### config.mk
export PLATFORM = sky130hd
export DESIGN_NAME = digit_serial_subtractor
export DESIGN_NICKNAME = d
export VERILOG_FILES = /design/src/rtl/digit_serial_subtractor_pkg.sv /design/src/rtl/digit_serial_subtractor_digit.sv /design/src/rtl/digit_serial_subtractor.sv
export SDC_FILE = /design/constraint.sdc
export NUM_CORES = 1
export LEC_CHECK = 0
export ABC_CLOCK_PERIOD_IN_PS = 6500
export BUFFER_PORTS_ARGS = -buffer_cell sky130_fd_sc_hd__buf_2
export CAP_MARGIN = 20
export CORE_MARGIN = 3
export CORE_UTILIZATION = 47
export CTS_CLUSTER_DIAMETER = 60
export CTS_CLUSTER_SIZE = 40
export DETAILED_ROUTE_END_ITERATION = 16
export MAX_ROUTING_LAYER = met4
export PLACE_DENSITY = 0.8
export SLEW_MARGIN = 20
export SYNTH_ARGS = -nofsm -noshare
export SYNTH_HDL_FRONTEND = slang
export SYNTH_SLANG_ARGS = --single-unit
### constraint.sdc
create_clock -name clk -period 6.5 [get_ports clk]
set_clock_uncertainty 0.1 [all_clocks]
set_input_delay 1.95 -clock clk [delete_from_list [all_inputs] [get_ports clk]]
set_output_delay 1.95 -clock clk [all_outputs]
set_load 0.03 [all_outputs]
### src/rtl/digit_serial_subtractor_pkg.sv
// Shared types and helpers for the digit-serial subtractor.
package sub_pkg;

  // Operation sequencing: waiting, stepping through digits, result just committed.
  typedef enum logic [1:0] {
    IDLE = 2'd0,
    RUN  = 2'd1,
    DONE = 2'd2
  } state_t;

  // Width of a counter that must hold values 0..n-1 (never narrower than one bit).
  function automatic int cnt_width(input int n);
    return (n <= 1) ? 1 : $clog2(n);
  endfunction

endpackage

### src/rtl/digit_serial_subtractor_digit.sv
// One DIGIT-bit slice of the subtractor: a plain ripple chain of full subtractors.
module sub_digit
  import sub_pkg::*;
#(
  parameter int DIGIT = 4
) (
  input  logic [DIGIT-1:0] x,
  input  logic [DIGIT-1:0] y,
  input  logic             cin,
  output logic [DIGIT-1:0] d,
  output logic             cout,
  output logic             msb_cin
);

  logic [DIGIT:0] c;

  // Ripple the borrow bit by bit; borrow into the top bit is exported for overflow detection.
  always_comb begin
    c    = '0;
    d    = '0;
    c[0] = cin;
    for (int i = 0; i < DIGIT; i++) begin
      d[i]   = x[i] ^ y[i] ^ c[i];
      c[i+1] = (~x[i] & y[i]) | (c[i] & ~(x[i] ^ y[i]));
    end
  end

  assign cout    = c[DIGIT];
  assign msb_cin = c[DIGIT-1];

endmodule

### src/rtl/digit_serial_subtractor.sv
// Multi-cycle a - b - bin, DIGIT bits per clock, least significant digit first.
module digit_serial_subtractor
  import sub_pkg::*;
#(
  parameter int WIDTH = 32,
  parameter int DIGIT = 4
) (
  input  logic             clk,
  input  logic             rst,
  input  logic             start,
  input  logic [WIDTH-1:0] a,
  input  logic [WIDTH-1:0] b,
  input  logic             bin,
  output logic             ready,
  output logic             busy,
  output logic             done,
  output logic [WIDTH-1:0] diff,
  output logic             bout,
  output logic             ovf
);

  localparam int N  = WIDTH / DIGIT;
  localparam int CW = cnt_width(N);
  localparam logic [CW-1:0] LAST = CW'(N - 1);

  if (DIGIT < 1 || DIGIT > WIDTH) begin : g_bad_digit
    $error("digit_serial_subtractor: DIGIT must satisfy 1 <= DIGIT <= WIDTH");
  end
  if (WIDTH % DIGIT != 0) begin : g_bad_ratio
    $error("digit_serial_subtractor: WIDTH must be a multiple of DIGIT");
  end

  state_t           state_q, state_d;
  logic [CW-1:0]    cnt_q, cnt_d;
  logic [WIDTH-1:0] a_q, a_d;
  logic [WIDTH-1:0] b_q, b_d;
  logic [WIDTH-1:0] part_q, part_d;
  logic             borrow_q, borrow_d;
  logic [WIDTH-1:0] diff_q, diff_d;
  logic             bout_q, bout_d;
  logic             ovf_q, ovf_d;

  logic [DIGIT-1:0] dig_d;
  logic             dig_cout;
  logic             dig_msb_cin;
  logic [WIDTH-1:0] part_next;

  // The low digit of each operand shift register is the one being worked on this cycle.
  sub_digit #(.DIGIT(DIGIT)) u_digit (
    .x       (a_q[DIGIT-1:0]),
    .y       (b_q[DIGIT-1:0]),
    .cin     (borrow_q),
    .d       (dig_d),
    .cout    (dig_cout),
    .msb_cin (dig_msb_cin)
  );

  // New digit enters at the top so after N steps the partial result is aligned.
  assign part_next = WIDTH'({dig_d, part_q} >> DIGIT);

  assign ready = (state_q == IDLE) || (state_q == DONE);
  assign busy  = (state_q == RUN);
  assign done  = (state_q == DONE);
  assign diff  = diff_q;
  assign bout  = bout_q;
  assign ovf   = ovf_q;

  // Next-state: step digits in RUN, commit on the last one, accept a new request whenever ready.
  always_comb begin
    state_d  = state_q;
    cnt_d    = cnt_q;
    a_d      = a_q;
    b_d      = b_q;
    part_d   = part_q;
    borrow_d = borrow_q;
    diff_d   = diff_q;
    bout_d   = bout_q;
    ovf_d    = ovf_q;

    case (state_q)
      RUN: begin
        a_d      = a_q >> DIGIT;
        b_d      = b_q >> DIGIT;
        part_d   = part_next;
        borrow_d = dig_cout;
        if (cnt_q == LAST) begin
          diff_d  = part_next;
          bout_d  = dig_cout;
          ovf_d   = dig_cout ^ dig_msb_cin;
          state_d = DONE;
        end else begin
          cnt_d = cnt_q + CW'(1);
        end
      end
      DONE:    state_d = IDLE;
      IDLE:    state_d = IDLE;
      default: state_d = IDLE;
    endcase

    if (ready && start) begin
      a_d      = a;
      b_d      = b;
      borrow_d = bin;
      cnt_d    = '0;
      state_d  = RUN;
    end
  end

  // State and datapath registers; reset aborts any operation and clears the result.
  always_ff @(posedge clk or posedge rst) begin
    if (rst) begin
      state_q  <= IDLE;
      cnt_q    <= '0;
      a_q      <= '0;
      b_q      <= '0;
      part_q   <= '0;
      borrow_q <= 1'b0;
      diff_q   <= '0;
      bout_q   <= 1'b0;
      ovf_q    <= 1'b0;
    end else begin
      state_q  <= state_d;
      cnt_q    <= cnt_d;
      a_q      <= a_d;
      b_q      <= b_d;
      part_q   <= part_d;
      borrow_q <= borrow_d;
      diff_q   <= diff_d;
      bout_q   <= bout_d;
      ovf_q    <= ovf_d;
    end
  end

endmodule

==> impl_metrics.py, run 1 <==
metrics = {
    "sta": {
        "slew_headroom_pct": 29.27,
        "fmax_mhz": 234.4,
        "setup_viol": 0,
        "setup_tns_ns": 0,
        "setup_ws_ns": 2.233,
        "final_max_slew_viol_count": 0,
        "tightest_slew_ns": 1.061,
        "finalCritPeriodShare_pct": 65.64,
        "worst_hold_slack_ns": 0.3822,
        "rsz0062_at_grt": "false",
        "fin_crit_ns": 4.267,
        "hold_violations": 0,
    },
    "routing": {
        "wl_per_cell_um": 16.21,
        "vias": 4314,
        "drc_errors": 0,
        "drt_iter0_drc": 329,
        "firstDrtPassIters": 4,
        "drtAntennaViolNets": 0,
        "avgViaCountPerCell": 5.399,
        "drt_wl_total_um": 12960,
    },
    "power_and_ir_drop": {
        "combPwrFrac_pct": 38.3,
        "p_clk_share_pct": 23.7,
        "total_power_w": 0.004123,
        "p_sw_w": 0.001543,
        "power_density_nw_per_um2": 554.0,
        "max-vdd-ir-drop_mv": 0.2332,
        "intPower_w": 0.002580,
        "cellLeakagePower_nw": 3.256,
        "pwr-share-seq_pct": 38.0,
        "sw_frac_of_total_pct": 37.43,
    },
    "worst_hold_path": {
        "worstHoldStart": "bout",
        "hold_depth": 2,
        "whs_endpoint": "bout",
        "holdCritPathClass": "flip-flop to flip-flop",
    },
    "place": {
        "pre_cts_ws_ns": 2.709,
        "io_buffers": 104,
        "placed_cell_area_um2": 6827,
        "hpwlAfterDp_um": 8450,
        "gp_congestion": 0.7933,
    },
    "critical_path": {
        "cp-end-kind": "output pin",
        "startpoint_type": "flip-flop",
        "required_ns": 4.45,
        "reg2reg_from": "state_q[0]",
        "setup.worst_path.start": "state_q[0]",
        "crit_fanout": 78,
        "reg2regPathDepth": 3,
        "r2r_slack_ns": 3.78,
        "path_class": "flip-flop to output pin",
        "critPathArrivalTime_ns": 2.22,
        "regToRegEndpoint": "diff[4]",
    },
    "global_routing": {
        "grt_max_degree": 125,
        "top_usage_layer": "met2",
        "grt_pass1_wl_um": 21490,
        "grt_overflow": 0,
        "grt_pass1_vias": 4402,
        "met3_usage_pct": 6.082,
        "antenna_found_initial": 2,
        "track_usage_pct": 19.09,
        "met2_usage_pct": 30.81,
        "use_met1_pct": 22.51,
    },
    "logic_synthesis": {
        "synth_cells": 530,
        "synth_cell_types": 28,
        "synth_compound_area_share_pct": 13.16,
        "synthAdderAreaFrac_pct": 1.670,
        "synthSimpleGateAreaFrac_pct": 7.316,
        "synth_area_um2": 6294,
        "synth_fp_nets": 604,
        "yosysSeqAreaShare_pct": 52.49,
        "ys.warnings.count": 0,
        "ys_ff_latch": 132,
        "syn_avg_cell_area_um2": 11.87,
        "synth_top_family_by_area": "multiplexers",
        "synthMuxAreaShare_pct": 20.44,
        "synth_xor_xnor_area_share_pct": 0.2783,
    },
    "run_status": {
        "status": "completed",
    },
    "clock_tree": {
        "insertion_delay_ns": 0.42,
        "cts.htree.levels": 4,
        "cts_resized": 0,
        "cts_sinks": 132,
        "numCtsBuffers": 17,
        "cts_tree": "done",
        "path_clk_slew_ns": 0.06,
        "cts-root-buf": "clkbuf_16",
        "hold_buffers": 0,
        "cts_setup_buffers": 0,
        "clockBufferDepth": 2,
    },
    "die": {
        "core-area_um2": 12880,
        "dieArea_um2": 14810,
        "fp.dieH_um": 121.7,
        "fp.dieW_um": 121.7,
        "ios": 105,
        "rows": 41,
        "initial_core_util_pct": 48.88,
    },
    "layout": {
        "final_area_um2": 7442,
        "area_growth_pct": 18.25,
        "drive_above_1_share_pct": 31.84,
        "nets": 686,
        "regArea_um2": 3311,
        "multi_input_area_um2": 2698,
        "num-fill-cells": 1057,
    },
    "run": {
        "max_cap_violations": 0,
    },
}
==> worst max-delay path by stage <==
stage               endpoint  slack (ns)  depth (start not counted)
floorplan             a_q[0]        0.92                          1
global placement        done        2.74                          3
detailed placement      done        2.71                          3
CTS                     done        2.24                          3
global route            done        2.05                          3
finish                  done        2.23                          3
==> per-layer routing <==
layer	up-vias	routed length, um
li1	2074	-
met1	2110	5494
met5	-	0
met4	0	253
met2	106	6542
met3	24	665
==> flip-flops by register name, indices dropped and copies added (netlist names) <==
signal and count:
a_q 32, b_q 32, diff 32, part_q 28, cnt_q 3, state_q 2
borrow_q 1, bout 1, ovf 1
==> cell usage after synthesis <==
cell	count	area (um^2)
dfrtp_1	132	3303
mux2i_1	64	640.6
a21oi_1	60	300.3
mux2_2	54	608.1
nor2b_1	53	331.6
a211oi_1	52	390.4
buf_2	19	95.09
nand2_1	13	48.80
clkbuf_1	12	45.04
o21ai_0	12	60.06
inv_1	11	41.29
buf_4	10	75.07
nand3_1	7	35.03
o211a_1	5	50.05
fa_1	4	80.08
nor2_1	3	11.26
o22ai_1	3	18.77
buf_6	2	22.52
clkbuf_2	2	10.01
ha_1	2	25.02
mux2_1	2	22.52
xor2_1	2	17.52
a21oi_2	1	8.760
and2b_1	1	7.510
clkinv_1	1	3.750
mux2_4	1	15.01
nand3b_4	1	20.02
or2_2	1	6.260
==> critical path: stages, from the launching register on <==
cell and delay, ns:
dfrtp_4 0.75, buf_4 0.69, nor2b_1 0.10, buf_2 0.20
==> placed cells by master, fill, tap and decap left out, types with 2 or more instances in the layout <==
cell | Yosys | routed
buf_4 | 10 | 4
o22ai_1 | 3 | 3
inv_1 | 11 | 10
a21oi_1 | 60 | 60
dfrtp_1 | 132 | 130
xor2_1 | 2 | 2
o21ai_0 | 12 | 12
mux2_1 | 2 | 2
bufinv_16 | 0 | 3
o211a_1 | 5 | 5
nand2_1 | 13 | 13
clkinvlp_4 | 0 | 3
inv_6 | 0 | 5
clkbuf_16 | 0 | 17
ha_1 | 2 | 2
nor2b_1 | 53 | 53
nor2_1 | 3 | 3
clkinv_4 | 0 | 3
a211oi_1 | 52 | 52
diode_2 | 0 | 2
clkbuf_1 | 12 | 2
buf_2 | 19 | 103
mux2i_1 | 64 | 64
dfrtp_4 | 0 | 2
fa_1 | 4 | 4
mux2_2 | 54 | 54
nand3_1 | 7 | 7
==> power by group through the flow <==
stage               Sequential, W  Clock [W]  Combinational [W]
floorplan                 0.00165          0            0.00112
global route              0.00162    0.00104            0.00174
finish                    0.00157   0.000979            0.00158
CTS                       0.00157    0.00100            0.00160
detailed placement        0.00158          0            0.00159
global placement          0.00154          0            0.00151
==> final cells by class <==
| type | count | share of cell area (%) |
|---|---|---|
| Sequential cell | 132 | 44.49 |
| Multi-Input combinational cell | 341 | 36.25 |
| Timing Repair Buffer | 108 | 7.482 |
| Clock buffer | 19 | 5.817 |
| Tap cell | 172 | 2.892 |
| Clock inverter | 13 | 2.337 |
| Inverter | 12 | 0.6725 |
| Antenna cell | 2 | 0.06725 |
==> kinds of logic after synthesis <==
logic type      after synthesis
buf+inv                      57
compound gates              133
xor+xnor                      2
mux                         121
simple gates                 79
fa+ha+maj                     6
flops                       132
==> per-stage QoR <==
step	utilization, %	instances
detailed placement	53.02	765
global route	57.80	799
floorplan	-	530
CTS	57.73	797
global placement	53.02	765
finish	57.80	799
Power figures use the tool's default switching activity.
==> run 2, diff against run 1 <==
--- a/config.mk
+++ b/config.mk
@@ -5,7 +5,7 @@
 export SDC_FILE = /design/constraint.sdc
 export NUM_CORES = 1
 export LEC_CHECK = 0
-export ABC_CLOCK_PERIOD_IN_PS = 6500
+export ABC_CLOCK_PERIOD_IN_PS = 4100
 export BUFFER_PORTS_ARGS = -buffer_cell sky130_fd_sc_hd__buf_2
 export CAP_MARGIN = 20
 export CORE_MARGIN = 3
==> constraint.sdc (replaced) <==
create_clock -name clk -period 4.1 [get_ports clk]
set_clock_uncertainty 0.1 [all_clocks]
set_input_delay 1.23 -clock clk [delete_from_list [all_inputs] [get_ports clk]]
set_output_delay 1.23 -clock clk [all_outputs]
set_load 0.03 [all_outputs]
==> impl_metrics.py, run 2 (synthesis gave the netlist of run 1 again) <==
metrics = {
    "die": {
        "ios": 105,
        "fp.dieW_um": 121.7,
        "dieArea_um2": 14810,
        "fp.dieH_um": 121.7,
        "core-area_um2": 12880,
        "initial_core_util_pct": 48.88,
        "rows": 41,
    },
    "clock_tree": {
        "insertion_delay_ns": 0.42,
        "hold_buffers": 0,
        "cts_setup_buffers": 0,
        "clockBufferDepth": 2,
        "cts_sinks": 132,
        "cts.htree.levels": 4,
        "cts_resized": 0,
        "path_clk_slew_ns": 0.06,
        "numCtsBuffers": 17,
        "cts-root-buf": "clkbuf_16",
        "cts_tree": "done",
    },
    "critical_path": {
        "critPathArrivalTime_ns": 1.60,
        "cpPeakStageDelay_ns": 0.64,
        "cp-end-kind": "output pin",
        "cp.buffers_inverters": 1,
        "reg2reg_from": "state_q[1]",
        "r2r_slack_ns": 1.48,
        "crit_fanout": 24,
        "startpoint_type": "flip-flop",
        "path_cells": "and2b_1, buf_2",
        "path_delay_family": "flip-flops",
        "required_ns": 2.77,
        "regToRegEndpoint": "diff[0]",
        "reg2regPathDepth": 3,
        "slowest_stage": "dfrtp_4",
        "path_class": "flip-flop to output pin",
    },
    "layout": {
        "num-fill-cells": 1027,
        "layout_commonest_cell": "dfrtp_1",
        "drive_above_1_share_pct": 32.70,
        "nets": 691,
        "final_cell_mix": "130 x dfrtp_1, 103 x buf_2, 64 x mux2i_1",
        "final_cells": 804,
        "area_growth_pct": 18.93,
        "final_area_um2": 7485,
    },
    "power_and_ir_drop": {
        "max-vdd-ir-drop_mv": 0.3877,
        "cellLeakagePower_nw": 3.276,
        "power_density_nw_per_um2": 872.9,
    },
    "sta": {
        "fmax_mhz": 341.4,
        "tightest_slew_ns": 1.083,
        "slew_headroom_pct": 27.80,
        "rsz0062_at_grt": "false",
        "setup_viol": 0,
        "setup_tns_ns": 0,
        "fin_crit_ns": 2.929,
        "finalCritPeriodShare_pct": 71.45,
        "hold_violations": 0,
        "final_max_slew_viol_count": 0,
    },
    "routing": {
        "drt_iter0_drc": 228,
        "drtAntennaViolNets": 0,
        "dr_wl_met2_um": 6546,
        "drc_errors": 0,
        "wl_per_cell_um": 16.50,
        "route.top_layer_used": "met4",
        "firstDrtPassIters": 4,
        "drt_wl_total_um": 13270,
        "drt-met1-wl_um": 5736,
        "wl_met3_um": 623,
        "vias": 4385,
        "avgViaCountPerCell": 5.454,
    },
    "global_routing": {
        "track_usage_pct": 19.12,
        "antenna_found_initial": 1,
        "grt_max_degree": 116,
        "grt_overflow": 0,
        "grt_pass1_wl_um": 21630,
        "grt_pass1_vias": 4395,
    },
    "worst_hold_path": {
        "worstHoldStart": "bout",
        "hold_depth": 2,
        "whs_endpoint": "bout",
        "holdCritPathClass": "flip-flop to flip-flop",
    },
    "place": {
        "io_buffers": 104,
        "dp_cells": 770,
        "placed_cell_area_um2": 6875,
        "hpwlAfterDp_um": 8793,
        "gp_congestion": 0.8116,
    },
    "run_status": {
        "status": "completed",
    },
    "run": {
        "max_cap_violations": 0,
    },
}
==> run 2: cell count changes in the layout (fill, tap and decap cells not counted), sizes merged <==
cell | before | now
bufinv | 3 | 2
buf | 108 | 113
inv | 15 | 12
clkinvlp | 3 | 5
clkinv | 4 | 6
==> run 2: metal layers <==
layer	GRT usage, %	vias up
met5	-	-
met4	8.263	0
met3	4.643	29
met2	30.50	99
met1	23.31	2184
li1	-	2073
==> run 2: worst max path at each step <==
| stage | start | to | slack (ns) | cells past startpoint |
|---|---|---|---|---|
| after floorplan | rst | a_q[0] | 1.13 | 1 |
| after global placement | start | a_q[9] | 1.48 | 5 |
| after detailed placement | start | b_q[23] | 1.43 | 5 |
| after CTS | state_q[1] | busy | 1.13 | 2 |
| after global routing | state_q[1] | busy | 1.12 | 2 |
| final | state_q[1] | busy | 1.17 | 2 |
==> run 2: cell type report <==
class	count	area (um^2)	area share [%]
Sequential cell	132	3311	44.23
Multi-Input combinational cell	341	2698	36.04
Timing Repair Buffer	113	603.1	8.057
Clock buffer	19	452.9	6.051
Tap cell	172	215.2	2.875
Clock inverter	13	151.4	2.023
Inverter	12	48.80	0.6520
Antenna cell	2	5.005	0.06687
==> run 2: power by group <==
| group | switching [W] | leakage, nW | internal, W | total, W |
|---|---|---|---|---|
| sequential | 0.000482 | 1.59 | 0.00197 | 0.00246 |
| combinational | 0.00138 | 1.40 | 0.00116 | 0.00254 |
| clock | 0.000600 | 0.282 | 0.000935 | 0.00153 |
| total | 0.00247 | 3.28 | 0.00407 | 0.00653 |
==> run 2: worst min-delay path, cell delays in order (launching register included) <==
cell	delay (ns)
dfrtp_1	0.34
nand2_1	0.05
o21ai_0	0.06
==> run 2: metrics by stage <==
step / hold slack [ns] / power, W / utilization (%) / setup WS, ns
final: 0.3887 / 0.006533 / 58.13 / 1.171
after global routing: 0.4190 / 0.006958 / 58.11 / 1.116
after floorplan: 0.3710 / 0.004398 / - / 1.133
after CTS: 0.3984 / 0.006589 / 58.09 / 1.133
after global placement: 0.3742 / 0.004866 / 53.40 / 1.476
after detailed placement: 0.3840 / 0.005031 / 53.40 / 1.432
